--- src/rtl/iter_hspan.sv ---
// Multi-lane horizontal span iterator: walks min(x0,x1)..max(x0,x1), LANES pixels per accepted cycle.
// Optional clipping to column XMAX is compiled in when ITER_HSPAN_CLIP_EN is defined.
module iter_hspan #(
    parameter int CORDW = 10,
    parameter int LANES = 4,
    parameter int XMAX  = 639
) (
    input  logic             clk,
    input  logic             rst,
    input  logic             start,
    input  logic             oe,
    input  logic [CORDW-1:0] x0,
    input  logic [CORDW-1:0] x1,
    input  logic [CORDW-1:0] y,
    output logic [CORDW-1:0] x,
    output logic [CORDW-1:0] y_out,
    output logic [LANES-1:0] mask,
    output logic             drawing,
    output logic             busy,
    output logic             done
);

`ifdef ITER_HSPAN_CLIP_EN
    localparam bit CLIP_ON = 1'b1;
`else
    localparam bit CLIP_ON = 1'b0;
`endif

    localparam logic [CORDW:0]   LANES_W = (CORDW+1)'(LANES);
    localparam logic [CORDW-1:0] STEP    = CORDW'(LANES);
    localparam logic [CORDW:0]   XMAX_W  = (CORDW+1)'(XMAX);

    typedef enum logic [1:0] {IDLE, DRAW, FIN} state_t;

    state_t           state_reg, state_next;
    logic [CORDW-1:0] x_reg, x_next;
    logic [CORDW-1:0] y_reg, y_next;
    logic [CORDW-1:0] hi_reg, hi_next;
    logic             busy_reg, busy_next;
    logic             done_reg, done_next;

    logic [CORDW-1:0] lo, hi_in;
    logic [CORDW:0]   remain;
    logic             last_group;

    assign lo    = (x0 < x1) ? x0 : x1;
    assign hi_in = (x0 < x1) ? x1 : x0;

    // Distance to hi in one extra bit so the comparison stays valid up to 2^CORDW-1.
    assign remain     = {1'b0, hi_reg} - {1'b0, x_reg};
    assign last_group = (remain < LANES_W);

    generate
        for (genvar gi = 0; gi < LANES; gi++) begin : g_lane
            logic [CORDW:0] lane_x;
            assign lane_x   = {1'b0, x_reg} + (CORDW+1)'(gi);
            assign mask[gi] = (state_reg == DRAW) && (lane_x <= {1'b0, hi_reg});
        end
    endgenerate

    always_comb begin
        state_next = state_reg;
        x_next     = x_reg;
        y_next     = y_reg;
        hi_next    = hi_reg;
        busy_next  = busy_reg;
        done_next  = 1'b0;
        case (state_reg)
            IDLE: begin
                if (start) begin
                    x_next    = lo;
                    y_next    = y;
                    busy_next = 1'b1;
                    if (CLIP_ON && ({1'b0, lo} > XMAX_W)) begin
                        state_next = FIN;
                    end else begin
                        state_next = DRAW;
                        if (CLIP_ON && ({1'b0, hi_in} > XMAX_W))
                            hi_next = XMAX_W[CORDW-1:0];
                        else
                            hi_next = hi_in;
                    end
                end
            end
            DRAW: begin
                if (oe) begin
                    if (last_group) begin
                        state_next = IDLE;
                        busy_next  = 1'b0;
                        done_next  = 1'b1;
                    end else begin
                        x_next = x_reg + STEP;
                    end
                end
            end
            FIN: begin
                // Span clipped away entirely: finish without any drawing cycle.
                state_next = IDLE;
                busy_next  = 1'b0;
                done_next  = 1'b1;
            end
            default: state_next = IDLE;
        endcase
    end

    always_ff @(posedge clk) begin
        if (rst) begin
            state_reg <= IDLE;
            x_reg     <= '0;
            y_reg     <= '0;
            hi_reg    <= '0;
            busy_reg  <= 1'b0;
            done_reg  <= 1'b0;
        end else begin
            state_reg <= state_next;
            x_reg     <= x_next;
            y_reg     <= y_next;
            hi_reg    <= hi_next;
            busy_reg  <= busy_next;
            done_reg  <= done_next;
        end
    end

    assign x       = x_reg;
    assign y_out   = y_reg;
    assign busy    = busy_reg;
    assign done    = done_reg;
    assign drawing = (state_reg == DRAW) && oe;

endmodule

--- config.mk ---
export PLATFORM = sky130hd
export DESIGN_NAME = iter_hspan
export DESIGN_NICKNAME = d
export VERILOG_FILES = /design/src/rtl/iter_hspan.sv
export SDC_FILE = /design/constraint.sdc
export NUM_CORES = 1
export LEC_CHECK = 0
export ABC_CLOCK_PERIOD_IN_PS = 3400
export BUFFER_PORTS_ARGS = -buffer_cell sky130_fd_sc_hd__buf_4
export CAP_MARGIN = 20
export CORE_UTILIZATION = 41
export CTS_CLUSTER_SIZE = 28
export DETAILED_ROUTE_END_ITERATION = 7
export PLACE_DENSITY = 0.65
export SLEW_MARGIN = 20
export SYNTH_ARGS = -nofsm -noshare
export SYNTH_HDL_FRONTEND = slang
export SYNTH_SLANG_ARGS = --single-unit
--- constraint.sdc ---
create_clock -name clk -period 3.4 [get_ports clk]
set_input_delay 0.68 -clock clk [delete_from_list [all_inputs] [get_ports clk]]
set_output_delay 0.68 -clock clk [all_outputs]
set_load 0.05 [all_outputs]
After elaboration in Yosys (flattened, before gate mapping). Index checks and enable logic that the tools add are counted.

Bits in registers: 34. Logic and storage cells: 52. Input port bits: 34. Output and inout port bits: 27.

Equality and inequality tests: 6. Reductions and logical operators: 12. $lt $le $gt $ge: 6. $add $sub $neg: 5. Multiplexer cells: 17.

Operator list (number): two-way mux 10 bit (5); less-or-equal comparator 11 x 10 -> 1 bit (3); adder 10 x 2 -> 11 bit, second input constant (2); case mux 10 bit (2 select lines) (1); adder 10 x 1 -> 11 bit, second input constant (1); less-than comparator 11 x 3 -> 1 bit, second input constant (1); subtractor 10 x 10 -> 11 bit (1); adder 10 x 3 -> 10 bit, second input constant (1); less-or-equal comparator 10 bit (1); less-than comparator 10 bit (1); inequality test 2 bit, second input constant (4); AND reduction 4 bit (2); two-way mux 2 bit (3); logical AND 1 bit (5); two-way mux 1 bit (5); case mux 2 bit (2 select lines) (1); case mux 1 bit (3 select lines) (1); AND reduction 3 bit (1); nonzero test 3 bit (1); equality test 2 x 1 -> 1 bit, second input constant (1); equality test 2 bit, second input constant (1); logical NOT 2 bit (1); case mux 1 bit (2 select lines) (1); AND reduction 2 bit (1); nonzero test 2 bit (1).

Logic depth before layout (Yosys ltp). Gate-level depths: netlist of run 1.

Word-level depth: 5. Mapped depth: 11. Gate-level depth less buffers: 11.

Worst setup path after synthesis of run 1. Ideal clock, no wire load.

Path type: reg-to-output. Start point: register x_reg[1], in the netlist x[1]. End point: output mask[3]. Buffers on the path: 0. Setup slack: -1.107 ns. Stages on the path, launching flop included: 11. Data arrival time: 3.827 ns. Cells stage by stage: dfxtp_1 -> ha_1 -> a21oi_1 -> or3_1 -> nor2_1 -> xnor2_1 -> ha_1 -> a21o_1 -> a211oi_1 -> nand3b_1 -> a221oi_1.

Word-level cells in the longest chain between the ends: 3.

RTL lines: start: declaration (RTL line 36) `logic [CORDW-1:0] x_reg, x_next;`; start signal: assignment (RTL line 116) `x_reg <= x_next;`; adder 10 x 2 -> 11 bit (RTL line 56) `assign lane_x = {1'b0, x_reg} + (CORDW+1)'(gi);`; less-or-equal comparator 11 x 10 -> 1 bit (RTL line 57) `assign mask[gi] = (state_reg == DRAW) && (lane_x <= {1'b0, hi_reg});`; logical AND 1 bit (RTL line 57); end: declaration (RTL line 17) `output logic [LANES-1:0] mask,`.

Every way passes these cells.

Final worst setup path of run 1. Ends and elaborated chain as after synthesis.

==> results.toml, run 1 <==
[run_status]
outcome = "finished with violations"
violations = "negative setup slack"

[critical_path]
worst_ep_arrival_time_ps = 2870
worstReg2RegEnd = "x[5]"
cp-start-kind = "register"
critical_path_required_ps = 2720
cp_slowest_cell = "or3_4"
worstRegToRegCells = 11
critical_path_class = "reg -> out"
cp_max_fo = 4
worstPathCellList = "inv_2, ha_1, a21oi_2, or3_4, nor2_4, xnor2_2, ha_1, a21o_1, a211oi_4, nand3b_1, a221oi_4, buf_6"
rrSetupSlack_ps = 470
path_buf_inv = 2
cp_top_family = "compound AO/OA/AOI/OAI gates"
regToRegStartpoint = "x[1]"
endpoint_kind = "output port"
path_common_cell = "ha_1"
critPathMaxStageDelay_ps = 370

[synthesis]
syn_area_per_cell_sq_um = 7.62
synthFlopType = "dfxtp_1"
synthDistinctLibCells = 48
synth_seq_cells = 32
yosysSeqAreaShare_pct = 19.6
syn_nets = 516
async_flop_share_pct = 0
syn_area_sq_um = 3270
synth.top_cell.area_share_pct = 20.3
synth-edff-count = 0
synth.most_common_cell = "ha_1"
ys_top_cells_by_count = "ha_1 (53), nor2_1 (49), nand2_1 (45)"
yosysWarnings = 0
synthTopCellsByArea = "ha_1 (20%), dfxtp_1 (20%), xnor2_1 (6.2%)"
synthesis.instances = 429
yosys.area.top_type = "ha_1"

[place]
dp_cells = 592
dpl-instance-area_sq_um = 4000
io_buffer_count = 60
gp_congestion = 0.879
hpwl_microns = 7470

[clock_tree]
clk_path_buf_depth = 2
clk_pin_slew_ps = 70
ctsHoldBuffers = 0
clock-sinks = 32
clock_latency_ps = 290
cts_buffers = 5
h-tree-depth = 2
cts_tree = "done"
cts-root-buf = "clkbuf_8"

[die]
die_area_sq_um = 8330
rows = 32
die_width_microns = 91.3
io_pins = 61
core_sq_um = 7730
die_h_microns = 91.3
start_util_pct = 42.3

[min_path]
min_from = "y_out[6]"
min_path_cells = 2
hold_path_class = "reg -> reg"
min_to = "y_out[6]"

[drt]
dr.pass1.iters = 4
routed_via_density = 5.40
antenna_left = 0
route.detailed.drc = 0
drt_wl_total_microns = 9310
drtIter0Drc = 150
wl_per_cell_microns = 15.4
via_count = 3260

[timing]
worstMarginPinSlew_ps = 602
relSlewSlack_pct = 59.6
min_period_ps = 3550
rsz0062_at_grt = "yes"
finalHoldViolCount = 0
hold_ws_ps = 456
period_share_pct = 104
fmax_mhz = 282
fin_setup_tns_ps = -149
setup_viol = 1
finalMaxSlewViolations = 0
skew_ps = 2.24
setup_ws_ps = -149

[grt]
grt_pass1_wl_microns = 15400
track_usage_pct = 23.4
grt_pass1_vias = 3256
grt_overflow_total = 0
grt_max_degree = 41
antenna_found_initial = 0

[power_and_ir_drop]
powerDensity_nw_per_um2 = 373
peakVddDrop_uv = 199
leakage_nw = 1.89

[finish]
fin_nets = 588
antenna_cells = 0
design_area_sq_um = 4270
final_util_pct = 55.3
layout-drive-gt1-share_pct = 28.1
synthToLayoutAreaGrowth_pct = 30.7
stdcell_count = 604

[run]
drv_cap = 0
power by group:
group	total (mW)	switching, mW	leakage [nW]	internal (mW)
clock network	0.306	0.142	0.0445	0.164
logic	0.846	0.488	1.58	0.358
registers	0.442	0.0368	0.266	0.405
metrics by stage:
step | setup slack [ps] | total power [mW]
after CTS | -112 | 1.57
after global placement | 106 | 1.22
after floorplan | -272 | 1.01
final | -149 | 1.59
after global routing | -294 | 1.71
after detailed placement | -4.86 | 1.24
worst reg2reg max path, cell delays in order, from the launching register on:
cell and delay, ps:
dfxtp_2 370, inv_2 40, buf_4 140, ha_2 320
o21bai_1 270, a221oi_2 130, buf_4 160, o21ai_1 170
mux2i_2 340, nor3_1 180, or3_4 390, o311ai_2 310
cell type report:
cell class	instances	area (sq um)
Multi-Input combinational cell	338	2600
Tap cell	102	128
Timing Repair Buffer	85	653
Sequential cell	32	649
Fill cell	757	3460
Clock buffer	7	86.3
Clock inverter	1	7.51
Inverter	39	146
kinds of logic after synthesis:
family                   share of synthesized area (%)
adder cells (fa/ha/maj)                           20.3
AO/OA/AOI/OAI                                     21.9
AND/OR/NAND/NOR                                   20.4
buffers and inverters                             6.85
flip-flops                                        19.6
XOR/XNOR                                          6.97
multiplexers                                      3.98
timing repair:
action	in CTS	in global routing
endpoints found under the setup margin	4	4
setup buffers	1	3
resized for setup	20	18
pin swaps	8	8
layer usage:
layer / up-vias / global-route usage [%] / share of wire (%)
met5: - / 0 / 0
met4: 0 / 10.1 / 2.7
met3: 21 / 2.93 / 3.7
met2: 95 / 38.7 / 47
met1: 1492 / 30.5 / 46
li1: 1652 / - / -
how the worst max path moves through the flow:
stage,slack [ps],end,cells after the start,start
2_1_floorplan,-270,mask[3],10,x[4]
3_3_place_gp,110,mask[3],12,x[1]
3_5_place_dp,-5,mask[3],11,x[2]
4_1_cts,-110,mask[3],12,x[1]
5_1_grt,-290,mask[3],12,x[1]
6_report,-150,mask[3],12,x[1]
cell usage in the layout (no fill, tap or decap), types with 4 or more instances in the layout:
cell type	n
buf_4	81
mux2i_1	6
nand4_1	7
buf_6	4
nor2_1	47
o211ai_1	6
a21oi_2	4
dfxtp_2	4
a21oi_1	32
inv_1	36
a21o_1	6
mux2_2	5
o21ai_1	5
nand3_1	13
o21ai_0	7
xnor2_1	21
dfxtp_1	27
a211oi_1	12
nand3b_1	4
clkbuf_8	6
o21a_1	7
ha_1	50
nor2b_1	5
nand2_1	44
(Power assumes the default switching activity.)
==> run 2, diff against run 1 <==
--- a/config.mk
+++ b/config.mk
@@ -6,12 +6,12 @@
 export NUM_CORES = 1
 export LEC_CHECK = 0
 export ABC_CLOCK_PERIOD_IN_PS = 3400
-export BUFFER_PORTS_ARGS = -buffer_cell sky130_fd_sc_hd__buf_4
 export CAP_MARGIN = 20
 export CORE_UTILIZATION = 41
 export CTS_CLUSTER_SIZE = 28
 export DETAILED_ROUTE_END_ITERATION = 7
-export PLACE_DENSITY = 0.65
+export DONT_BUFFER_PORTS = 1
+export PLACE_DENSITY = 0.58
 export SLEW_MARGIN = 20
 export SYNTH_ARGS = -nofsm -noshare
 export SYNTH_HDL_FRONTEND = slang
==> run 2 against run 1 <==
Against the previous run: the flow still finishes with violations (negative setup slack); clock power decreased by 4%; global-route usage is 2.5 points lower; hold slack better by 3.0 ps; sequential share of layout area grew 0.93 points; first-iteration DRC count is 35% lower; highest routed layer unchanged; sequential power rose by 4%; largest cell class unchanged.
==> results.toml, run 2 (same netlist as run 1, synthesis figures left out) <==
[timing]
relSlewSlack_pct = 62.4
setup_ws_ps = -152
finalHoldViolCount = 0
period_share_pct = 104
skew_ps = 7.53
hold_ws_ps = 459
fin_setup_tns_ps = -152
finalMaxSlewViolations = 0
worstMarginPinSlew_ps = 563
fmax_mhz = 281
rsz0062_at_grt = "yes"
setup_viol = 1
min_period_ps = 3550

[grt]
grt_pass1_wl_microns = 14000
track_usage_pct = 20.9
antenna_found_initial = 0
grt_pass1_vias = 2898
grt_overflow_total = 0
grt_max_degree = 41

[finish]
synthToLayoutAreaGrowth_pct = 24.1
seqCellArea_sq_um = 654
layout-drive-gt1-share_pct = 22.1
fin_nets = 544
multi_input_area_sq_um = 2660
layout_common_cells = "nor2_1 (47), ha_1 (47), nand2_1 (45), inv_1 (36), buf_4 (35)"
fillers = 719
antenna_cells = 0
final_util_pct = 52.5

[drt]
antenna_left = 0
route.detailed.drc = 0
via_count = 3062
dr.pass1.iters = 4
routed_via_density = 5.47
drtIter0Drc = 98
drt_wl_total_microns = 8970
wl_per_cell_microns = 16.0

[critical_path]
endpoint_kind = "output port"
cp_slowest_cell = "dfxtp_4"
worstRegToRegCells = 13
critPathMaxStageDelay_ps = 370
regToRegStartpoint = "x[2]"
rrSetupSlack_ps = 270
critical_path_required_ps = 2720
cp-start-kind = "register"
critical_path_class = "reg -> out"
worstReg2RegEnd = "x[4]"
path_common_cell = "a21oi_2"
worst_ep_arrival_time_ps = 2870
cp_max_fo = 3
worstPathCellList = "inv_4, ha_4, a21oi_2, or3_4, nor2_4, xnor2_2, ha_1, a21o_1, a211oi_2, buf_4, a21oi_2, a221oi_4, buf_12"

[power_and_ir_drop]
powerDensity_nw_per_um2 = 390
power.total_mw = 1.58
peakVddDrop_uv = 192
leakage_nw = 1.68

[die]
start_util_pct = 42.3
rows = 32
core_sq_um = 7730
die_width_microns = 91.3
die_area_sq_um = 8330
die_h_microns = 91.3
io_pins = 61

[clock_tree]
clk_pin_slew_ps = 70
ctsHoldBuffers = 0
cts_buffers = 5
clock_latency_ps = 280
clk_path_buf_depth = 2
cts-root-buf = "clkbuf_8"
cts_tree = "done"
clock-sinks = 32
h-tree-depth = 2

[run]
drv_cap = 0

[min_path]
min_from = "rst"
min_path_cells = 1
hold_path_class = "in -> reg"
min_to = "y_out[5]"

[place]
io_buffer_count = 0
hpwl_microns = 7080
gp_congestion = 0.882

[run_status]
violations = "negative setup slack"
outcome = "finished with violations"
## run 2: cell types whose count changed in the layout (fill, tap and decap cells not counted), moves of 2 or more
cell      delta
buf_4       -46
buf_12       +5
ha_4         +5
buf_6        -3
ha_1         -3
clkinv_2     +2
dfxtp_2      -2
dfxtp_4      +2
ha_2         -2
o21ai_1      -2
## run 2: what timing repair did
item,in CTS,in global routing
resized for setup,19,30
endpoints found under the setup margin,4,4
pin swaps,10,21
setup buffers,3,5
## run 2: critical path: cells and delay by family (launching register included)
| family | cells | cell delay [ps] |
|---|---|---|
| AOI/OAI and AO/OA | 5 | 850 |
| xor gates and xnor gates | 1 | 110 |
| adders and majority gates | 2 | 390 |
| buffers and inverters | 3 | 400 |
| DFF | 1 | 370 |
| and+or+nand+nor | 2 | 460 |
## run 2: worst max-delay path by stage
stage | endpoint | start | cells after the start
floorplan | mask[3] | x[4] | 10
global placement | mask[3] | x[2] | 11
detailed placement | mask[3] | x[2] | 11
CTS | mask[3] | x[1] | 12
global route | mask[3] | x[1] | 13
finish | mask[3] | x[1] | 13
## run 2: where the power goes
part,internal [mW],switching [mW]
clock network,0.143,0.151
registers,0.404,0.0570
logic,0.361,0.465
## run 2: routing by layer
metal  wire length (microns)  GRT usage [%]  part of all wire (%)  up-vias
met1                    4440           29.7                    50     1428
met4                      97           3.70                   1.1        0
met3                     374           3.27                   4.2        8
met2                    4050           33.6                    45       62
met5                       0              0                     0        -
li1                        -              -                     -     1564
## run 2: metrics by stage
step	cells	setup slack (ps)	cell area, sq um
floorplan	429	-272	3330
global placement	544	158	3680
detailed placement	544	22.2	3680
CTS	555	-155	3870
global route	560	-209	4060
finish	560	-152	4060
## run 2: final cells by class
class	count	share of cell area, %
Multi-Input combinational cell	338	65.7
Clock buffer	5	1.70
Sequential cell	32	16.1
Timing Repair Buffer	41	9.22
Tap cell	102	3.15
Clock inverter	3	0.463
Inverter	39	3.67
